## src/rtl/muldiv_pkg.sv

```systemverilog
// Shared encodings for the execute-stage multiply/divide unit.
package muldiv_pkg;

  typedef enum logic [1:0] {
    OP_MULT  = 2'b00,
    OP_MULTU = 2'b01,
    OP_DIV   = 2'b10,
    OP_DIVU  = 2'b11
  } op_e;

  typedef enum logic [1:0] {
    S_IDLE = 2'b00,
    S_CALC = 2'b01,
    S_FIX  = 2'b10
  } state_e;

  // Iteration counter must hold the value WIDTH itself.
  function automatic int cnt_w(input int width);
    return $clog2(width) + 1;
  endfunction

endpackage

```

## src/rtl/execute_muldiv_div_step.sv

```systemverilog
// One restoring-division iteration: shift in a dividend bit, subtract if it fits.
module div_restore_step
  import muldiv_pkg::*;
#(
  parameter int WIDTH = 32
) (
  input  logic [WIDTH-1:0] rem_i,
  input  logic [WIDTH-1:0] div_i,
  input  logic             bit_i,
  output logic [WIDTH-1:0] rem_o,
  output logic             q_o
);

  logic [WIDTH:0]   shifted;
  logic [WIDTH-1:0] diff;

  assign shifted = {rem_i, bit_i};
  // When the subtraction is taken the true difference is below div_i, so W bits suffice.
  assign diff    = shifted[WIDTH-1:0] - div_i;
  assign q_o     = (shifted >= {1'b0, div_i});
  assign rem_o   = q_o ? diff : shifted[WIDTH-1:0];

endmodule

```

## src/rtl/execute_muldiv.sv

```systemverilog
// Iterative MULT/MULTU/DIV/DIVU unit owning the architectural HI/LO registers.
module execute_muldiv
  import muldiv_pkg::*;
#(
  parameter int WIDTH = 32
) (
  // i_start is accepted only while o_busy is low; o_busy rises on the accepting
  // edge and o_done pulses for one cycle on the edge HI/LO take the result.
  input  logic             i_clk,
  input  logic             i_rst_n,
  input  logic             i_start,
  input  logic [1:0]       i_op,
  input  logic [WIDTH-1:0] i_rs,
  input  logic [WIDTH-1:0] i_rt,
  input  logic             i_mthi,
  input  logic             i_mtlo,
  output logic             o_busy,
  output logic             o_done,
  output logic [WIDTH-1:0] o_hi,
  output logic [WIDTH-1:0] o_lo,
  output logic [1:0]       o_dbg_state
);

  localparam int CNT_W = cnt_w(WIDTH);

  state_e             state_q;
  logic               div_q, neg_q, rneg_q, done_q;
  logic [WIDTH-1:0]   a_q, b_q, hi_q, lo_q;
  logic [2*WIDTH-1:0] acc_q;
  logic [CNT_W-1:0]   cnt_q;

  logic               is_signed, rs_neg, rt_neg;
  logic [WIDTH-1:0]   rs_mag, rt_mag;
  logic [WIDTH:0]     mul_sum;
  logic [WIDTH-1:0]   div_rem;
  logic               div_bit;
  logic [2*WIDTH-1:0] acc_iter_d, prod;
  logic [WIDTH-1:0]   quot, rem, fix_hi_d, fix_lo_d;

  div_restore_step #(.WIDTH(WIDTH)) u_div_step (
    .rem_i (acc_q[2*WIDTH-1:WIDTH]),
    .div_i (b_q),
    .bit_i (acc_q[WIDTH-1]),
    .rem_o (div_rem),
    .q_o   (div_bit)
  );

  always_comb begin
    is_signed = ~i_op[0];
    rs_neg    = is_signed & i_rs[WIDTH-1];
    rt_neg    = is_signed & i_rt[WIDTH-1];
    rs_mag    = rs_neg ? -i_rs : i_rs;
    rt_mag    = rt_neg ? -i_rt : i_rt;
  end

  // Multiply keeps the multiplier in the low half and shifts the product in from the top;
  // divide keeps the remainder high and shifts quotient bits in as dividend bits leave.
  always_comb begin
    mul_sum    = {1'b0, acc_q[2*WIDTH-1:WIDTH]} + (acc_q[0] ? {1'b0, a_q} : '0);
    acc_iter_d = div_q ? {div_rem, acc_q[WIDTH-2:0], div_bit}
                       : {mul_sum, acc_q[WIDTH-1:1]};
  end

  always_comb begin
    prod = neg_q ? -acc_q : acc_q;
    quot = acc_q[WIDTH-1:0];
    rem  = acc_q[2*WIDTH-1:WIDTH];
    fix_hi_d = prod[2*WIDTH-1:WIDTH];
    fix_lo_d = prod[WIDTH-1:0];
    if (div_q) begin
      if (b_q == '0) begin
        fix_lo_d = '1;
        fix_hi_d = rneg_q ? -a_q : a_q;
      end else begin
        fix_lo_d = neg_q ? -quot : quot;
        fix_hi_d = rneg_q ? -rem : rem;
      end
    end
  end

  always_ff @(posedge i_clk or negedge i_rst_n) begin
    if (!i_rst_n) begin
      state_q <= S_IDLE;
      div_q   <= 1'b0;
      neg_q   <= 1'b0;
      rneg_q  <= 1'b0;
      done_q  <= 1'b0;
      a_q     <= '0;
      b_q     <= '0;
      hi_q    <= '0;
      lo_q    <= '0;
      acc_q   <= '0;
      cnt_q   <= '0;
    end else begin
      done_q <= 1'b0;
      case (state_q)
        S_IDLE: begin
          if (i_start) begin
            div_q   <= i_op[1];
            a_q     <= rs_mag;
            b_q     <= rt_mag;
            acc_q   <= i_op[1] ? {{WIDTH{1'b0}}, rs_mag} : {{WIDTH{1'b0}}, rt_mag};
            neg_q   <= rs_neg ^ rt_neg;
            rneg_q  <= rs_neg;
            cnt_q   <= CNT_W'(WIDTH);
            state_q <= S_CALC;
          end else begin
            if (i_mthi) hi_q <= i_rs;
            if (i_mtlo) lo_q <= i_rs;
          end
        end
        S_CALC: begin
          acc_q <= acc_iter_d;
          cnt_q <= cnt_q - CNT_W'(1);
          if (cnt_q == CNT_W'(1)) state_q <= S_FIX;
        end
        S_FIX: begin
          hi_q    <= fix_hi_d;
          lo_q    <= fix_lo_d;
          done_q  <= 1'b1;
          state_q <= S_IDLE;
        end
        default: state_q <= S_IDLE;
      endcase
    end
  end

  assign o_busy      = (state_q != S_IDLE);
  assign o_done      = done_q;
  assign o_hi        = hi_q;
  assign o_lo        = lo_q;
  assign o_dbg_state = state_q;

endmodule

```

## config.mk

```make
export PLATFORM = sky130hd
export DESIGN_NAME = execute_muldiv
export DESIGN_NICKNAME = d
export VERILOG_FILES = /design/src/rtl/muldiv_pkg.sv /design/src/rtl/execute_muldiv_div_step.sv /design/src/rtl/execute_muldiv.sv
export SDC_FILE = /design/constraint.sdc
export NUM_CORES = 1
export LEC_CHECK = 0
export ABC_AREA = 1
export BUFFER_PORTS_ARGS = -buffer_cell sky130_fd_sc_hd__buf_2
export CORE_MARGIN = 4
export CORE_UTILIZATION = 45
export DETAILED_ROUTE_END_ITERATION = 6
export HOLD_SLACK_MARGIN = 0.1
export PLACE_DENSITY = 0.59
export SYNTH_ARGS = -nofsm -noshare
export SYNTH_HDL_FRONTEND = slang
export SYNTH_SLANG_ARGS = --single-unit
```

## constraint.sdc

```tcl
create_clock -name i_clk -period 6.5 [get_ports i_clk]
set_input_delay 0.975 -clock i_clk [delete_from_list [all_inputs] [get_ports i_clk]]
set_output_delay 0.975 -clock i_clk [all_outputs]
set_load 0.005 [all_outputs]
```

# Yosys cells after proc, flatten, opt, wreduce, memory -nomap -nowiden
# Cells that the tools add are included.
# word_totals
input_bits,71
mem_bits_rw,0
latchBits,0
mem_bits_ro,0
mem_count,0
register_bits,204
# op_classes
magnitude_cmp,1
n_mux,28
shift,0
n_reduce_logical,10
div,0
mul,0
n_eq_ne,8
n_bitwise,4
add_sub_neg,9
# op_table
cell,n
two-way mux 32 bit,16
two-way mux 64 bit,3
negator 32 bit,5
case mux 32 bit (2 select lines),2
case mux 64 bit (2 select lines),1
negator 64 bit,1
adder 32 x 32 -> 33 bit,1
>= comparator 33 x 32 -> 1 bit,1
zero test 32 bit,1
subtractor 32 bit,1
case mux 6 bit (2 select lines),1
inequality test 2 bit (second input constant),5
equality test 6 x 1 -> 1 bit (second input constant),1
two-way mux 6 bit,1
AND reduction 2 bit,3
AND reduction 3 bit,2
nonzero test 2 bit,3
subtractor 6 x 1 -> 6 bit (second input constant),1
two-way mux 2 bit,2
case mux 2 bit (2 select lines),1
bitwise AND 1 bit,2
equality test 2 x 1 -> 1 bit (second input constant),1
equality test 2 bit (second input constant),1
zero test 2 bit,1
other kinds (3),3

# Depth between registers and ports, before layout
# logic_depth
depth_word,6
ltp_mapped,22

# By module
# A second synthesis with hierarchy kept.
# hier_totals
cells_unflattened,3610
area_unflattened_um2,21157.8
# by_module_without_submodules
mod,instances,area_per_inst_um2,cells_each
execute_muldiv,1,17997.3,2963
div_restore_step,1,3160.5,647

# Worst setup path after synthesis
# OpenSTA, ideal clock, no wires.
# synth_timing
path_type,register -> register
from,register acc_q[0]
to,register acc_q[53]
n_path_buf,2
setup_time_ns,0.131
stages_incl_launch_ff,22
arrival_time_ns,2.482
setup_slack_ns,3.888
path_cell_list,dfrtp_1 > buf_2 > buf_1 > nand2_1 > inv_1 > ha_1 > inv_1 > fa_1 > inv_1 > nand2_1 > o21ai_1 > nand2_1 > nand2_1 > nand2_1 > nand2_1 > nand2_1 > nand3_1 > nand3_1 > nand2_1 > inv_1 > nand2_1 > o21ai_0
# synth_via
elab_chain_cells,4
# synth_rtl
item,line,text
start: declaration,execute_muldiv.sv:29,logic [2*WIDTH-1:0] acc_q;
start signal: assignment,execute_muldiv.sv:102,"acc_q <= i_op[1] ? {{WIDTH{1'b0}}, rs_mag} : {{WIDTH{1'b0}}, rt_mag};"
start signal: assignment,execute_muldiv.sv:113,acc_q <= acc_iter_d;
two-way mux 32 bit,execute_muldiv.sv:59,"mul_sum = {1'b0, acc_q[2*WIDTH-1:WIDTH]} + (acc_q[0] ? {1'b0, a_q} : '0);"
adder 32 x 32 -> 33 bit,execute_muldiv.sv:59,
two-way mux 64 bit,execute_muldiv.sv:60,"acc_iter_d = div_q ? {div_rem, acc_q[WIDTH-2:0], div_bit}"
case mux 64 bit (2 select lines),execute_muldiv.sv:96,case (state_q)
# No other way between the ends.
# A chain may end at the register's enable or synchronous reset.

# Worst setup path in the final report
# layout_timing
from,register state_q[0] (netlist: o_dbg_state[0])
to,register acc_q[11]
# layout_via
elab_chain_cells,3
# layout_rtl
item,line,text
start: declaration,execute_muldiv.sv:26,state_e state_q;
start signal: assignment,execute_muldiv.sv:83,state_q <= S_IDLE;
start signal: assignment,execute_muldiv.sv:106,state_q <= S_CALC;
start signal: assignment,execute_muldiv.sv:115,if (cnt_q == CNT_W'(1)) state_q <= S_FIX;
equality test 2 x 1 -> 1 bit / zero test 2 bit (equally long branches),execute_muldiv.sv:96,
nonzero test 2 bit (no line) / inequality test 2 bit (equally long branches),--,
AND reduction 2 bit (no line),--,
# Several ways; a longest one is shown, not always the timed one.

==> impl_metrics.env <==
export IMPL_synth_nets=3596
export IMPL_crit_start="o_dbg_state[0]"
export IMPL_worstPathRequired_ns=6.89
export IMPL_cp_slowest_cell="inv_1"
export IMPL_clock_sinks=204
export IMPL_grt_pass1_wl_um=143000
export IMPL_regToRegSetupSlack_ns=3.07
export IMPL_rsz0062_at_grt="no"
export IMPL_ys_flop_type="dfrtp_1"
export IMPL_synth_edf_count=0
export IMPL_fmax_ghz=0.2919
export IMPL_hold_path_class="primary input to async pin"
export IMPL_synth_warnings=0
export IMPL_synth_most_common_cell="nand2_1"
export IMPL_ys_seq_area_share_pct=24.94
export IMPL_stdcell_area_mm2=0.02240
export IMPL_violations="design-rule violations"
export IMPL_antenna_found_initial=0
export IMPL_peakVddDrop_mv=0.4690
export IMPL_netlist_instances=3452
export IMPL_end_kind="register"
export IMPL_synth_cell_type_count=54
export IMPL_fillers=4768
export IMPL_root_buffer="clkbuf_16"
export IMPL_grtUsageTotal_pct=37.72
export IMPL_dieArea_mm2=0.04896
export IMPL_final_setup_tns_ns=0
export IMPL_drcViolationCount=47
export IMPL_gp_congestion=1.093
export IMPL_status="finished, violations left"
export IMPL_htree_levels=1
export IMPL_drtAntennaViolNets=0
export IMPL_multi_input_area_mm2=0.01337
export IMPL_dp_slack_ns=2.967
export IMPL_min_period_over_period_pct=52.70
export IMPL_drt_wl_total_um=97170
export IMPL_start_util_pct=45.89
export IMPL_cp_max_fo=48
export IMPL_rr_endpoint="acc_q[11]"
export IMPL_crit_end="acc_q[11]"
export IMPL_netlist_area_mm2=0.02047
export IMPL_cts_clk_slew_worst_paths_ns=0.07
export IMPL_synthArstFlopShare_pct=100.0
export IMPL_dpl_cell_area_mm2=0.02148
export IMPL_setup_slack_ns=3.074
export IMPL_clkLatencyLatePin_ns=0.58
export IMPL_max_slew_margin_rel_pct=23.62
export IMPL_cp_start_kind="register"
export IMPL_setup_violations_final=0
export IMPL_post_cts_setup_buffers=0
export IMPL_die_w_um=221.3
export IMPL_area_growth_syn_to_layout_pct=9.457
export IMPL_critPathArrivalTime_ns=3.82
export IMPL_worst_slew_pin_slew_ns=1.142
export IMPL_wire_per_inst_um=23.54
export IMPL_first_global_vias=22985
export IMPL_synthTopCellsByCount="1,006 x nand2_1, 458 x nor2_1, 364 x inv_1"
export IMPL_clockBufferDepth=3
export IMPL_portBuffers=138
export IMPL_firstDrtPassIters=7
export IMPL_powerDensity_mw_per_mm2=624.0
export IMPL_postCtsHoldBufs=0
export IMPL_crit_type="register to register"
export IMPL_fin_worst_hold_slack_ns=0.3540
export IMPL_skew_ns=0.02426
export IMPL_core_mm2=0.04461
export IMPL_cp_cell_sequence="nor2_1 > nand2_1 > buf_4 > clkinv_2 > nor2_4 > inv_1 > o21ai_0"
export IMPL_hold_viol=0
export IMPL_vias_per_cell=6.045
export IMPL_layout_drive_gt1_share_pct=7.699
export IMPL_final_min_clock_period_ns=3.426
export IMPL_yosysTopAreaCellShare_pct=24.94
export IMPL_ctsResizeCount=0
export IMPL_synth_area_leaders="dfrtp_1 25%, nand2_1 18%, nand3_1 8.9%"
export IMPL_maxCapViolCount=0
export IMPL_vias=24948
export IMPL_grt_max_degree=118
export IMPL_fp_dieH_um=221.3
export IMPL_rr_worst_depth=7
export IMPL_slew_viol_final=0
export IMPL_p_leak_nw=11.06
export IMPL_synth_top_area_cell="dfrtp_1"
export IMPL_cts_tree="built"
export IMPL_place_hpwl_um=77510
export IMPL_cpPeakStageDelay_ns=0.83
export IMPL_drt_iter0_markers=3418
export IMPL_overflow=0
export IMPL_final_util_pct=50.23
export IMPL_rows=77
export IMPL_nets=3657
export IMPL_seq_area_mm2=0.005111
export IMPL_io_pins=139
export IMPL_numCtsBuffers=26
export IMPL_yosys_register_bits=204
export IMPL_rr_startpoint="o_dbg_state[0]"
export IMPL_avgSynthCellArea_um2=5.929
how the worst min path moves through the flow:
stage	from	end	slack (ns)	depth (start not counted)
final	i_rst_n	acc_q[59]	0.35	1
after global routing	i_rst_n	acc_q[62]	0.43	1
after CTS	i_rst_n	acc_q[59]	0.44	1
after detailed placement	o_lo[15]	o_lo[15]	0.46	2
after global placement	o_hi[2]	o_hi[2]	0.46	2
after floorplan	b_q[20]	b_q[20]	0.45	2
state kept, by name, summed over array words and instances (netlist names):
signal and flops:
acc_q 64, a_q 32, b_q 32, o_hi 32, o_lo 32, cnt_q 6
o_dbg_state 2, div_q 1, neg_q 1, o_done 1, rneg_q 1
critical path, delay by kind of cell, from the launching register on:
family / cells / cell delay (ns)
buf+inv: 3 / 1.68
simple gates: 3 / 0.89
flops: 1 / 0.43
compound gates: 1 / 0.23
where the power goes:
group / internal, mW / total, mW / switching (mW)
clock network: 0.941 / 1.58 / 0.640
logic: 2.93 / 9.58 / 6.65
registers: 1.92 / 2.82 / 0.893
area by class of cell:
| class | count | area share, % |
|---|---|---|
| Clock buffer | 40 | 3.451 |
| Clock inverter | 8 | 0.6478 |
| Antenna cell | 2 | 0.02234 |
| Sequential cell | 204 | 22.81 |
| Tap cell | 592 | 3.306 |
| Timing Repair Buffer | 154 | 3.719 |
| Inverter | 380 | 6.372 |
| Multi-Input combinational cell | 2747 | 59.67 |
metal layers:
layer,global-route usage [%],share of wire [%],vias to the layer above,routed length (um)
met1,51.22,41,11728,39470
met2,57.59,43,1558,42220
met5,0,0,-,0
met3,7.633,10,282,9892
li1,-,-,11380,-
met4,18.30,5.7,0,5581
kinds of logic after synthesis:
kind of cell	count (synthesis)	share of synthesized area [%]
and+or+nand+nor	1995	41.11
AOI/OAI and AO/OA	580	15.34
buffers and inverters	501	9.836
DFF	204	24.94
xor gates and xnor gates	98	4.193
adders and majority gates	73	4.536
muxes	1	0.04890
through the flow:
step	power, mW	instances
after floorplan	8.962	3452
after detailed placement	12.06	4077
after global placement	11.98	4077
after CTS	13.70	4125
after global routing	15.02	4125
final	13.98	4127
layout by cell type, fill, tap and decap left out, drive strengths merged, types with 7 or more instances in the layout:
master  count
or2        11
a31oi      29
inv       376
o211ai     23
xor2       84
dfrtp     204
xnor2      14
ha         71
clkinv      7
nand3b     13
nand3     367
nor3       28
nand4      68
nand2    1018
a21boi     12
nor2      480
clkbuf     40
a21oi     210
buf       154
o21ai     272
No activity file was read; power rests on OpenSTA's default activity.
